File: src/rtl/inst_fetch_unit.sv
// Fetch PC owner: one outstanding imem read, 3-cycle best case, holds the instruction until decode takes it.
// Build option FETCH_ALIGN_CHECK_EN: a misaligned redirect enters a sticky FAULT state instead of being truncated.
module inst_fetch_unit #(
   parameter int                ADDR_W   = 32,
   parameter int                DATA_W   = 32,
   parameter logic [ADDR_W-1:0] RESET_PC = '0
) (
   input  logic              clk,
   input  logic              rst,
   input  logic              redirect_valid,
   input  logic [ADDR_W-1:0] redirect_pc,
   output logic              imem_req_valid,
   output logic [ADDR_W-1:0] imem_req_addr,
   input  logic              imem_req_ready,
   input  logic              imem_rsp_valid,
   input  logic [DATA_W-1:0] imem_rsp_data,
   output logic              inst_valid,
   output logic [DATA_W-1:0] inst_data,
   output logic [ADDR_W-1:0] inst_pc,
   input  logic              inst_ready,
   output logic              fault
);

`ifdef FETCH_ALIGN_CHECK_EN
   typedef enum logic [2:0] {ST_REQ, ST_WAIT, ST_HOLD, ST_DRAIN, ST_FAULT} state_t;
   logic fault_set;
`else
   typedef enum logic [2:0] {ST_REQ, ST_WAIT, ST_HOLD, ST_DRAIN} state_t;
`endif

   state_t            state, state_nxt;
   logic [ADDR_W-1:0] fetch_pc, fetch_pc_nxt;
   logic [ADDR_W-1:0] redir_pc;
   logic              capture;

   assign redir_pc = redirect_pc & ~ADDR_W'(3);

   always_ff @(posedge clk) begin
      if (rst) state <= ST_REQ;
      else     state <= state_nxt;
   end

   always_comb begin
      state_nxt    = state;
      fetch_pc_nxt = fetch_pc;
      capture      = 1'b0;
`ifdef FETCH_ALIGN_CHECK_EN
      fault_set    = 1'b0;
`endif
      case (state)
         ST_REQ: begin
            if (redirect_valid) begin
               fetch_pc_nxt = redir_pc;
               state_nxt    = imem_req_ready ? ST_DRAIN : ST_REQ;
            end else if (imem_req_ready) begin
               state_nxt = ST_WAIT;
            end
         end
         ST_WAIT: begin
            if (redirect_valid) begin
               fetch_pc_nxt = redir_pc;
               state_nxt    = imem_rsp_valid ? ST_REQ : ST_DRAIN;
            end else if (imem_rsp_valid) begin
               capture      = 1'b1;
               fetch_pc_nxt = fetch_pc + ADDR_W'(4);
               state_nxt    = ST_HOLD;
            end
         end
         ST_HOLD: begin
            if (redirect_valid) begin
               fetch_pc_nxt = redir_pc;
               state_nxt    = ST_REQ;
            end else if (inst_ready) begin
               state_nxt = ST_REQ;
            end
         end
         ST_DRAIN: begin
            // The squashed response still has to be swallowed before a new request goes out.
            if (redirect_valid) fetch_pc_nxt = redir_pc;
            if (imem_rsp_valid) state_nxt = ST_REQ;
         end
`ifdef FETCH_ALIGN_CHECK_EN
         ST_FAULT: ;
`endif
         default: state_nxt = ST_REQ;
      endcase
`ifdef FETCH_ALIGN_CHECK_EN
      if (redirect_valid && (redirect_pc[1:0] != 2'b00) && (state != ST_FAULT)) begin
         state_nxt    = ST_FAULT;
         fetch_pc_nxt = fetch_pc;
         capture      = 1'b0;
         fault_set    = 1'b1;
      end
`endif
   end

   always_ff @(posedge clk) begin
      if (rst) begin
         fetch_pc  <= RESET_PC;
         inst_data <= '0;
         inst_pc   <= '0;
      end else begin
         fetch_pc <= fetch_pc_nxt;
         if (capture) begin
            inst_data <= imem_rsp_data;
            inst_pc   <= fetch_pc;
         end
      end
   end

`ifdef FETCH_ALIGN_CHECK_EN
   always_ff @(posedge clk) begin
      if (rst)            fault <= 1'b0;
      else if (fault_set) fault <= 1'b1;
   end
`else
   assign fault = 1'b0;
`endif

   assign imem_req_valid = (state == ST_REQ);
   assign imem_req_addr  = fetch_pc;
   assign inst_valid     = (state == ST_HOLD);

endmodule

File: config.mk
export PLATFORM = sky130hd
export DESIGN_NAME = inst_fetch_unit
export DESIGN_NICKNAME = d
export VERILOG_FILES = /design/src/rtl/inst_fetch_unit.sv
export SDC_FILE = /design/constraint.sdc
export NUM_CORES = 1
export LEC_CHECK = 0
export CAP_MARGIN = 15
export CORE_UTILIZATION = 39
export CTS_BUF_LIST = sky130_fd_sc_hd__clkbuf_8 sky130_fd_sc_hd__clkbuf_16
export CTS_CLUSTER_DIAMETER = 100
export DETAILED_ROUTE_END_ITERATION = 12
export HOLD_SLACK_MARGIN = 0.15
export PLACE_DENSITY_LB_ADDON = 0.2
export REMOVE_ABC_BUFFERS = 1
export SLEW_MARGIN = 5
export SYNTH_ARGS = -nofsm -noshare
export SYNTH_HDL_FRONTEND = slang
export SYNTH_SLANG_ARGS = --single-unit
File: constraint.sdc
create_clock -name clk -period 1.9 [get_ports clk]
set_clock_uncertainty 0.05 [all_clocks]
set_input_delay 0.285 -clock clk [delete_from_list [all_inputs] [get_ports clk]]
set_output_delay 0.285 -clock clk [all_outputs]
set_load 0.05 [all_outputs]
### Word-level counts from Yosys, hierarchy flattened

Index checks and enable logic that the tools add are counted.
Widths: inputs -> output; s select.

* add/subtract/negate cells: 1
* eq/ne operators: 8
* multiplexer cells: 17
* reductions and logical operators: 5

Operators by type and width (count)
* $mux 32: 3
* $pmux 32 s2: 1
* $add 32x3->32 const B: 1
* $mux 3: 7
* $pmux 3 s4: 1
* $eq 3x2->1 const B: 2
* $ne 3x2->1 const B: 2
* $mux 2: 2
* $reduce_and 4->1: 1
* $eq 3x1->1 const B: 1
* $logic_not 3->1: 1
* $mux 1: 3
* $ne 3x3->1 const B: 1
* $reduce_and 3->1: 1
* $reduce_or 3->1: 1
* $ne 2x1->1 const B: 1
* $ne 2x2->1 const B: 1
* $reduce_bool 2->1: 1

* register bits: 99
* input bits: 70
* logic and storage cells: 35

### Longest topological paths before layout

* word-level depth: 4
* mapped depth: 6

### Worst setup path after synthesis

No wires, ideal clock.

* path type: register to register
* from: register fetch_pc[19] (netlist: imem_req_addr[19])
* to: register fetch_pc[26] (netlist: imem_req_addr[26])
* library setup time: 91 ps
* arrival: 2309 ps
* required time: 1759 ps
* path slack: -550 ps
* cell stages (with the launch flop): 6
* buffers on the path: 1
* path through: dfxtp_1 -> nand4_2 -> or4_1 -> buf_2 -> or4_1 -> a311oi_1

* longest elaborated chain between the ends: 4

RTL lines
* from (decl): RTL line 32 `logic [ADDR_W-1:0] fetch_pc, fetch_pc_nxt;`
* from (signal assigned): RTL line 103 `fetch_pc <= fetch_pc_nxt;`
* $add 32x3->32: RTL line 65 `fetch_pc_nxt = fetch_pc + ADDR_W'(4);`
* $mux 32: RTL line 63 `end else if (imem_rsp_valid) begin`
* $mux 32: RTL line 60 `if (redirect_valid) begin`
* $pmux 32 s2: RTL line 50 `case (state)`

Every way passes these cells. The select of a mux whose other input is x is not followed.
A chain may end at the register's enable or synchronous reset.

### Worst setup path after layout

* from: register fetch_pc[21] (netlist: imem_req_addr[21])
* to: register fetch_pc[30] (netlist: imem_req_addr[30])

The elaborated chain is that of the path after synthesis.

==> qor.yml <==
outcome:
  status: "finished, final reports clean"
finish:
  antennaDiodeCount: 0
  multi_input_comb_area_um2: 2200
  drive_above_1_share_pct: 23.5
  area_growth_pct: 61.1
  num-nets-final: 820
  post_layout_nonfiller_instances: 890
  ff_latch_area_um2: 1900
  filler_cell_count: 916
power:
  worst_ir_drop_vdd_v: 0.000376
  powerDensity_nw_per_um2: 663
  totalPowerFinal_mw: 4.47
  p_leak_nw: 2.64
floorplan:
  die_h_um: 106
  num_rows: 37
  ioPinCount: 169
  area_of_the_core_um2: 10400
  dieArea_um2: 11200
  initial_core_util_pct: 40.4
  die_width_um: 106
route:
  totalWireLength_mm: 13.6
  remaining_drc_errors: 0
  detailedRoute.firstPassIterationCount: 4
  viasPerCell: 5.25
  average_wire_per_cell_in_the_routed_design_um: 15.2
  dr.first_iter.drc_count: 304
  postRouteAntennaNets: 0
  via_count: 4672
place:
  placed_cells_incl_taps: 869
  gp_congestion: 0.879
  place_hpwl_mm: 9.76
  numPortBuffers: 161
sta:
  final.period_utilization_pct: 98.4
  rsz0062_at_grt: "true"
  timing.setup.tns_ns: 0
  finalSetupViolCount: 0
  max_slew_margin_pct: 54.6
  timing_hold_violations_final: 0
  final_max_slew_viol_count: 0
  final.hold.worst_slack_ns: 0.397
  timing.fmax_mhz: 535
  pin_slew_with_the_least_headroom_to_its_limit_ns: 0.681
  period_minus_slack_ns: 1.87
cts:
  insertion_delay_ns: 0.37
  cts_root_buf: "clkbuf_8"
  tritoncts_num_sinks: 94
  htreeDepth: 3
  cts-buffers-inserted: 9
  clk_transition_reported_paths_ns: 0.09
  cts_tree: "built"
  clock_path_buffers: 2
logic_synthesis:
  syn_inst: 532
  yosys_register_bits: 94
  post_synth_instance_area_um2: 4190
  ys.warnings.count: 0
  ys.flop_type: "dfxtp_1"
  synth-edff-count: 0
  async_reset_ff_share_pct: 0
  synth-seq-area-share_pct: 44.9
  postSynthAreaPerCell_um2: 7.87
  synth.distinct_cells: 64
worst_hold_path:
  hold_class: "in2reg"
global_routing:
  total_grt_overflow: 0
  grt_util_all_layers_pct: 23.5
  global_route_wire_length_before_repair_mm: 21.1
  first_global_vias: 4286
  grt_max_degree: 57
  antenna_found_initial: 0
critical_path:
  path_max_fanout: 7
  worst_ep_arrival_time_ns: 2.10
  critPathRequiredTime_ns: 2.13
  critPathLaunchType: "flop"
  worstSetupEndpointType: "flop"
  startpoint_to_endpoint_class_of_the_critical_path: "reg2reg"
run:
  drv_cap: 0
-- synth_stat cells (6+ instances only) --
library cell,instances,share of area (%)
a21oi_1,75,9.0
a311oi_1,10,2.1
buf_1,6,0.54
clkbuf_1,22,2.0
dfxtp_1,94,45
inv_1,8,0.72
nand2_1,145,13
nand3_1,15,1.8
nand4_1,6,0.90
nor2_1,32,2.9
nor3_1,9,1.1
o21ai_0,6,0.72
o31ai_1,6,1.1
or4_1,8,1.4
-- worst paths after layout --
path	startpoint	endpoint	slack, ns	cells after the start
max reg2reg	imem_req_addr[21]	imem_req_addr[30]	0.03	4
max	imem_req_addr[21]	imem_req_addr[30]	0.03	4
min reg2reg	inst_pc[31]	inst_pc[31]	0.40	2
min	rst	inst_data[22]	0.40	2
-- worst max-delay path, cell delays in order (launching register included) --
cell and delay [ns]:
dfxtp_2 0.37, nand4_4 0.11, or4_4 0.56, or3_2 0.50, a211oi_1 0.20
-- final cells by class --
cell class | count | share of cell area, %
tap | 136 | 2.52
clock buffer | 11 | 2.24
multi-input combinational | 391 | 32.6
timing repair buffer | 244 | 33.2
sequential | 94 | 28.2
inverter | 9 | 0.501
clock inverter | 5 | 0.742
-- cells by family (layout without fill, tap and decap cells) --
family	count (synthesis)	after routing	synth area share, %
fa+ha+maj	1	1	0.299
simple gates	247	247	26.9
flops	94	94	44.9
xor+xnor	6	6	1.25
compound gates	132	132	20.0
other cells	1	5	0.0895
buf+inv	51	269	6.48
-- state kept, by name, summed over array words and instances (netlist names) --
register / cells
inst_pc: 30
imem_req_addr: 30
inst_data: 32
state: 2
-- layout by cell type, fill, tap and decap left out, types with 3 or more instances in the layout --
master	count
o21ai_0	6
xnor2_1	5
dfxtp_1	80
o31ai_1	5
and4_2	3
nand2_1	143
clkbuf_8	11
conb_1	5
buf_4	110
nor4_1	4
a311oi_2	3
nand4_1	6
a211oi_1	5
dfxtp_2	12
buf_12	4
nor3_1	9
a311oi_1	7
or4_4	3
dlymetal6s2s_1	11
or4_1	5
nor2_1	32
inv_1	11
buf_6	4
nand3_1	13
a21oi_1	75
clkdlybuf4s50_1	115
a2111oi_0	3
-- layer usage --
metal / vias to the layer above / routed length (um) / track usage [%]
li1: 2290 / - / -
met1: 2167 / 5860 / 30.1
met2: 189 / 6460 / 39.0
met3: 26 / 982 / 4.02
met4: 0 / 261 / 9.52
met5: - / 0 / 0
-- through the flow --
| step | cell area (um^2) | worst slack [ns] | util, % |
|---|---|---|---|
| 6_report | 6750 | 0.0305 | 65.1 |
| 5_1_grt | 6750 | -0.0406 | 65.1 |
| 4_1_cts | 6550 | -0.0248 | 63.1 |
| 3_5_place_dp | 6330 | -0.437 | 61.0 |
| 3_3_place_gp | 6330 | -0.368 | 61.0 |
| 2_1_floorplan | 3970 | -3.93 | - |
-- what timing repair did --
item / in CTS / in global routing
buffers inserted: 0 / 5
gates resized for setup: 8 / 48
hold buffers: 0 / 0
cloned: 0 / 0
endpoints found under the setup margin: 8 / 47
pin swaps: 4 / 15
-- where the power goes --
| group | switching, mW | internal [mW] | leakage (nW) |
|---|---|---|---|
| logic | 0.570 | 0.422 | 1.76 |
| registers | 0.0630 | 2.04 | 0.771 |
| clock network | 0.700 | 0.673 | 0.114 |
| total | 1.33 | 3.14 | 2.64 |
No activity file was read; power rests on OpenSTA's default activity.
